===== src/rtl/uart_tx_scheduler_if.sv =====
// FIFO read-port and UART launch handshake between the TX scheduler and its
// neighbours. The scheduler side uses the master modport; the FIFO and UART
// (or a testbench standing in for them) use the slave modport.
interface uart_tx_scheduler_if;
    logic       fifo_empty;
    logic       fifo_rd_en;
    logic [7:0] fifo_rd_data;
    logic       tx_busy;
    logic       tx_start;
    logic [7:0] tx_data;

    modport master (
        input  fifo_empty,
        input  fifo_rd_data,
        input  tx_busy,
        output fifo_rd_en,
        output tx_start,
        output tx_data
    );

    modport slave (
        output fifo_empty,
        output fifo_rd_data,
        output tx_busy,
        input  fifo_rd_en,
        input  tx_start,
        input  tx_data
    );
endinterface


===== src/rtl/uart_tx_scheduler.sv =====
// UART transmit scheduler: pops one byte at a time from the TX FIFO, hands it
// to the UART with a one-cycle start pulse, waits for the UART to finish, then
// optionally idles for a programmable gap before looking at the FIFO again.
// CTS and enable only gate the decision to fetch; once a byte has been popped
// it is always launched and completed.
module uart_tx_scheduler #(
    parameter int GAP_WIDTH = 8,
    parameter int CNT_WIDTH = 16
) (
    input  logic                 clk,
    input  logic                 reset,
    input  logic                 enable,
    input  logic [GAP_WIDTH-1:0] gap_cycles,
    input  logic                 cts_n,
    input  logic                 clr_count,
    uart_tx_scheduler_if.master  bus,
    output logic                 sched_active,
    output logic [CNT_WIDTH-1:0] bytes_sent
);

    typedef enum logic [2:0] {
        IDLE      = 3'd0,
        FETCH     = 3'd1,
        LATCH     = 3'd2,
        LAUNCH    = 3'd3,
        WAIT_BUSY = 3'd4,
        WAIT_DONE = 3'd5,
        GAP       = 3'd6
    } state_t;

    localparam logic [GAP_WIDTH-1:0] GAP_ONE = {{(GAP_WIDTH-1){1'b0}}, 1'b1};
    localparam logic [CNT_WIDTH-1:0] CNT_ONE = {{(CNT_WIDTH-1){1'b0}}, 1'b1};
    localparam logic [CNT_WIDTH-1:0] CNT_MAX = {CNT_WIDTH{1'b1}};

    state_t               state_q, state_d;
    logic [7:0]           tx_data_q, tx_data_d;
    logic [GAP_WIDTH-1:0] gap_q, gap_d;
    logic [CNT_WIDTH-1:0] cnt_q, cnt_d;
    logic                 byte_done;   // high on the WAIT_DONE exit cycle

    // State, latched byte and gap countdown registers
    always_ff @(posedge clk) begin
        if (reset) begin
            state_q   <= IDLE;
            tx_data_q <= 8'h00;
            gap_q     <= '0;
        end else begin
            state_q   <= state_d;
            tx_data_q <= tx_data_d;
            gap_q     <= gap_d;
        end
    end

    // Next-state logic; the gap length is captured once on WAIT_DONE exit so
    // later changes to gap_cycles cannot disturb a running countdown
    always_comb begin
        state_d   = state_q;
        tx_data_d = tx_data_q;
        gap_d     = gap_q;
        byte_done = 1'b0;
        case (state_q)
            IDLE: begin
                if (enable && !cts_n && !bus.fifo_empty && !bus.tx_busy) begin
                    state_d = FETCH;
                end
            end
            FETCH: begin
                state_d = LATCH;
            end
            LATCH: begin
                // FIFO read data is valid the cycle after the pop
                tx_data_d = bus.fifo_rd_data;
                state_d   = LAUNCH;
            end
            LAUNCH: begin
                state_d = WAIT_BUSY;
            end
            WAIT_BUSY: begin
                if (bus.tx_busy) begin
                    state_d = WAIT_DONE;
                end
            end
            WAIT_DONE: begin
                if (!bus.tx_busy) begin
                    byte_done = 1'b1;
                    if (gap_cycles == '0) begin
                        state_d = IDLE;
                    end else begin
                        gap_d   = gap_cycles;
                        state_d = GAP;
                    end
                end
            end
            GAP: begin
                gap_d = gap_q - GAP_ONE;
                if (gap_q == GAP_ONE) begin
                    state_d = IDLE;
                end
            end
            default: begin
                state_d = IDLE;
            end
        endcase
    end

    // Saturating transmitted-byte counter; clear has priority over increment
    always_comb begin
        cnt_d = cnt_q;
        if (clr_count) begin
            cnt_d = '0;
        end else if (byte_done && (cnt_q != CNT_MAX)) begin
            cnt_d = cnt_q + CNT_ONE;
        end
    end

    // Counter register
    always_ff @(posedge clk) begin
        if (reset) begin
            cnt_q <= '0;
        end else begin
            cnt_q <= cnt_d;
        end
    end

    // Moore outputs decoded from the current state only
    assign bus.fifo_rd_en = (state_q == FETCH);
    assign bus.tx_start   = (state_q == LAUNCH);
    assign bus.tx_data    = tx_data_q;
    assign sched_active   = (state_q != IDLE);
    assign bytes_sent     = cnt_q;

endmodule


===== src/flat_wrapper.sv =====
// flat-port wrapper written by rule: the top's interface ports become plain ports
module uart_tx_scheduler_flat 
#(
    parameter int GAP_WIDTH = 8,
    parameter int CNT_WIDTH = 16
)
  (clk, reset, enable, gap_cycles, cts_n, clr_count, sched_active, bytes_sent, bus_fifo_empty, bus_fifo_rd_data, bus_tx_busy, bus_fifo_rd_en, bus_tx_start, bus_tx_data);
  uart_tx_scheduler_if bus_i ();
  input  logic clk;
  input  logic reset;
  input  logic enable;
  input  logic [GAP_WIDTH-1:0] gap_cycles;
  input  logic cts_n;
  input  logic clr_count;
  output logic sched_active;
  output logic [CNT_WIDTH-1:0] bytes_sent;
  input wire logic [$bits(bus_i.fifo_empty)-1:0] bus_fifo_empty;
  input wire logic [$bits(bus_i.fifo_rd_data)-1:0] bus_fifo_rd_data;
  input wire logic [$bits(bus_i.tx_busy)-1:0] bus_tx_busy;
  output wire logic [$bits(bus_i.fifo_rd_en)-1:0] bus_fifo_rd_en;
  output wire logic [$bits(bus_i.tx_start)-1:0] bus_tx_start;
  output wire logic [$bits(bus_i.tx_data)-1:0] bus_tx_data;
  assign bus_i.fifo_empty = bus_fifo_empty;
  assign bus_i.fifo_rd_data = bus_fifo_rd_data;
  assign bus_i.tx_busy = bus_tx_busy;
  assign bus_fifo_rd_en = bus_i.fifo_rd_en;
  assign bus_tx_start = bus_i.tx_start;
  assign bus_tx_data = bus_i.tx_data;
  uart_tx_scheduler #(.GAP_WIDTH(GAP_WIDTH), .CNT_WIDTH(CNT_WIDTH)) u_core (.clk(clk), .reset(reset), .enable(enable), .gap_cycles(gap_cycles), .cts_n(cts_n), .clr_count(clr_count), .bus(bus_i), .sched_active(sched_active), .bytes_sent(bytes_sent));
endmodule

===== config.mk =====
export PLATFORM = sky130hd
export DESIGN_NAME = uart_tx_scheduler_flat
export DESIGN_NICKNAME = d
export VERILOG_FILES = /design/src/rtl/uart_tx_scheduler_if.sv /design/src/rtl/uart_tx_scheduler.sv /design/src/flat_wrapper.sv
export SDC_FILE = /design/constraint.sdc
export NUM_CORES = 1
export LEC_CHECK = 0
export ABC_AREA = 1
export CORE_MARGIN = 2
export CORE_UTILIZATION = 35
export CTS_BUF_LIST = sky130_fd_sc_hd__clkbuf_4
export CTS_CLUSTER_SIZE = 30
export DETAILED_ROUTE_END_ITERATION = 12
export PLACE_DENSITY = 0.57
export SYNTH_ARGS = -nofsm -noshare
export SYNTH_HDL_FRONTEND = slang
export SYNTH_SLANG_ARGS = --single-unit

===== constraint.sdc =====
create_clock -name clk -period 2.09 [get_ports clk]
set_clock_uncertainty 0.05 [all_clocks]
set_input_delay 0.209 -clock clk [delete_from_list [all_inputs] [get_ports clk]]
set_output_delay 0.209 -clock clk [all_outputs]
set_load 0.01 [all_outputs]

==> impl_metrics.toml <==
[outcome]
outcome = "finished, final reports clean"

[floorplanning]
design.core.area_sq_um = 5540
pin_count = 50
dieArea_sq_um = 6412
die-height_microns = 80.08
initial_core_util = 0.3656
placementRows = 27
chipWidth_microns = 80.08

[grt]
global_route.usage.total = 0.1636
antenna_violations_before_repair = 0
gr-total-overflow = 0
grt_max_degree = 18
first_global_vias = 1857
grt_pass1_wl_microns = 8335

[worst_setup_path]
critical_path.max_stage_delay_ns = 0.57
worstPathCellList = "inv_1 -> nor3_2 -> clkdlybuf4s50_1"
startpoint_type = "flip-flop"
critical_path.slowest_cell = "sky130_fd_sc_hd__clkdlybuf4s50_1"
crit_buf_inv = 2
path_max_fanout = 5
crit_family = "buffers and inverters"
timing_worst_setup_path_type = "reg -> out"
worstPathArrival_ns = 1.63
critPathCaptureType = "primary output"
critPathRequiredTime_ns = 1.83

[detailed_routing]
drt-total-wl_microns = 4975
detail_route.first_pass.iterations = 4
drcViolationCount = 0
drt_iter0_drc = 107
via_per_inst = 4.690
routedWlPerCell_microns = 11.26
drtAntennaViolNets = 0
vias = 2073

[sta]
final.setup.tns_ns = 0
final-max-slew-violation-count = 0
period_minus_slack_ns = 1.892
rsz0062_at_grt = "no"
fin_worst_hold_slack_ns = 0.4019
report.final.hold_viol_count = 0
worst_pin_slew_ns = 0.5324
clock.fmax_mhz = 528.5
final.period_utilization = 0.9053
finalSetupViolCount = 0
relSlewSlack = 0.6447

[final_layout]
layout_cells_sized_above_1 = 0.07568
nets = 395
final_area_sq_um = 2665
antennaDiodeCount = 0
layout_area_growth_over_synthesis_pct = 31.56
finalNonFillerCells = 442
layout.filler_cells = 592

[clocking]
tritoncts_num_sinks = 35
clock_path_buffers = 2
clock_tree_from_tritoncts = "yes"
cts_setup_buffers = 0
cts.htree.levels = 2
clkTransAtPathRegs_ns = 0.11
root_buffer = "sky130_fd_sc_hd__clkbuf_4"
cts_hold_repair.buffers = 0
clk-insertion-delay-late_ns = 0.34
number_of_clock_buffers_inserted_by_tritoncts = 5

[placement]
post-place-cells = 434
post_dp_area_sq_um = 2600
routabilityCongestion = 0.8160
place.port_buffers = 49
dp_hpwl_microns = 3707

[power]
net_sw_frac = 0.3683
combPwrFrac = 0.385
ir_worst_vdd_mv = 0.4600
net-switching-power_mw = 0.7382
clock_power_share = 0.193
internal_power_component_mw = 1.266
cellLeakagePower_nw = 1.023
power_density_over_cell_area_nw_per_um2 = 752.2
share_seq_of_total_power = 0.423

[yosys]
synth_top_flop_cell = "sky130_fd_sc_hd__dfxtp_1"
synth-async-reset-ratio = 0
synth-seq-cells = 35
synth_area_leaders = "sky130_fd_sc_hd__dfxtp_1 (35%), sky130_fd_sc_hd__nand2_1 (17%), sky130_fd_sc_hd__a21oi_1 (7.2%)"
synthDominantCellAreaShare = 0.3459
synth_cell_types = 30
avgSynthCellArea_sq_um = 6.431
yosysSeqAreaShare = 0.3459
yosys_warnings = 0
yosys.area.top_type = "sky130_fd_sc_hd__dfxtp_1"
synthesized_cell_area_sq_um = 2026
synth-edff-count = 0
synthesis.instances = 315
synth.net_count = 341

[min_path]
hp-class = "reg -> reg"

[run]
drv_cap = 0
[synthesized netlist by cell type, types with 2 or more instances]
cell	count
sky130_fd_sc_hd__nand2_1	93
sky130_fd_sc_hd__nand3_1	23
sky130_fd_sc_hd__inv_1	37
sky130_fd_sc_hd__nand4_1	5
sky130_fd_sc_hd__ha_1	3
sky130_fd_sc_hd__o21ai_1	2
sky130_fd_sc_hd__xor2_1	5
sky130_fd_sc_hd__o21ai_2	3
sky130_fd_sc_hd__a21oi_1	29
sky130_fd_sc_hd__o21ai_0	17
sky130_fd_sc_hd__buf_4	2
sky130_fd_sc_hd__inv_2	2
sky130_fd_sc_hd__xnor2_1	4
sky130_fd_sc_hd__nor2_1	34
sky130_fd_sc_hd__buf_2	2
sky130_fd_sc_hd__clkbuf_1	2
sky130_fd_sc_hd__a21oi_2	2
sky130_fd_sc_hd__nor3_1	4
sky130_fd_sc_hd__dfxtp_1	35
[path summary, 6_finish.rpt]
kind | from | endpoint | slack [ns] | depth (start not counted)
worst max-delay path | u_core.state_q[0] | bus_fifo_rd_en | 0.20 | 3
worst min-delay path | u_core.bus.tx_data[5] | u_core.bus.tx_data[5] | 0.40 | 2
worst max register to register | u_core.bytes_sent[0] | u_core.bytes_sent[3] | 0.33 | 8
worst min register to register | u_core.bus.tx_data[5] | u_core.bus.tx_data[5] | 0.40 | 2
[stage by stage]
step           total power [mW]  utilization  setup WS [ns]
6_report                  2.005       0.4810         0.1980
2_1_floorplan             1.329            -         0.5341
3_5_place_dp              1.627       0.4693        0.06416
3_3_place_gp              1.631       0.4693         0.1187
4_1_cts                   2.021       0.4797        0.08675
5_1_grt                   2.159       0.4810        0.05541
[tightest hold or removal path, stage by stage, from the launching register on]
cell and delay (ns):
sky130_fd_sc_hd__dfxtp_1 0.33, sky130_fd_sc_hd__inv_1 0.04, sky130_fd_sc_hd__a21oi_1 0.05
[repair_timing]
| action | in CTS | in global routing |
|---|---|---|
| resized for setup | 0 | 2 |
| endpoints found under the hold margin | 0 | 0 |
| setup endpoints to repair | 0 | 9 |
[logic make-up after synthesis]
logic type,share of synthesized area
adders and majority gates,0.01853
AOI/OAI and AO/OA,0.1526
xor gates and xnor gates,0.03891
DFF,0.3459
and+or+nand+nor,0.3471
buffers and inverters,0.09697
[cell type report]
cell class,instances,area (sq um),share of cell area
Sequential cell,35,700.7,0.2629
Multi-Input combinational cell,233,1136,0.4263
Clock inverter,2,12.51,0.004695
Clock buffer,6,45.04,0.01690
Inverter,40,152.6,0.05728
Tap cell,72,90.09,0.03380
Timing Repair Buffer,54,528.0,0.1981
[flip-flops by register name, indices dropped and copies added, names as in the netlist]
name,flops
u_core.bus.tx_data,8
u_core.state_q,3
u_core.bytes_sent,16
u_core.gap_q,8
[power by group through the flow]
| stage | logic [mW] | registers (mW) | clock network [mW] |
|---|---|---|---|
| 3_3_place_gp | 0.772 | 0.860 | 0 |
| 3_5_place_dp | 0.766 | 0.862 | 0 |
| 4_1_cts | 0.772 | 0.847 | 0.402 |
| 2_1_floorplan | 0.452 | 0.877 | 0 |
| 5_1_grt | 0.868 | 0.863 | 0.427 |
| 6_report | 0.771 | 0.847 | 0.386 |
[per-layer routing]
| metal | part of all wire | wire (microns) | vias up | global-route usage |
|---|---|---|---|---|
| met2 | 0.47 | 2330 | 50 | 0.2850 |
| met4 | 0.012 | 60 | 0 | 0.05085 |
| li1 | - | - | 1112 | - |
| met1 | 0.48 | 2380 | 904 | 0.2032 |
| met5 | 0 | 0 | - | 0 |
| met3 | 0.041 | 203 | 7 | 0.03034 |
[cell usage in the layout (no fill, tap or decap), drive strengths merged]
cell type / instances
nand2: 94
clkdlybuf4s50: 49
inv: 40
nor2: 36
dfxtp: 35
a21oi: 31
nand3: 23
o21ai: 22
clkbuf: 6
nand4: 5
xor2: 5
buf: 5
nor3: 5
xnor2: 4
ha: 3
a21boi: 1
a31oi: 1
and2: 1
nand3b: 1
or2: 1
clkinvlp: 1
clkinv: 1
Note: power is estimated with default switching activity, not from simulation.
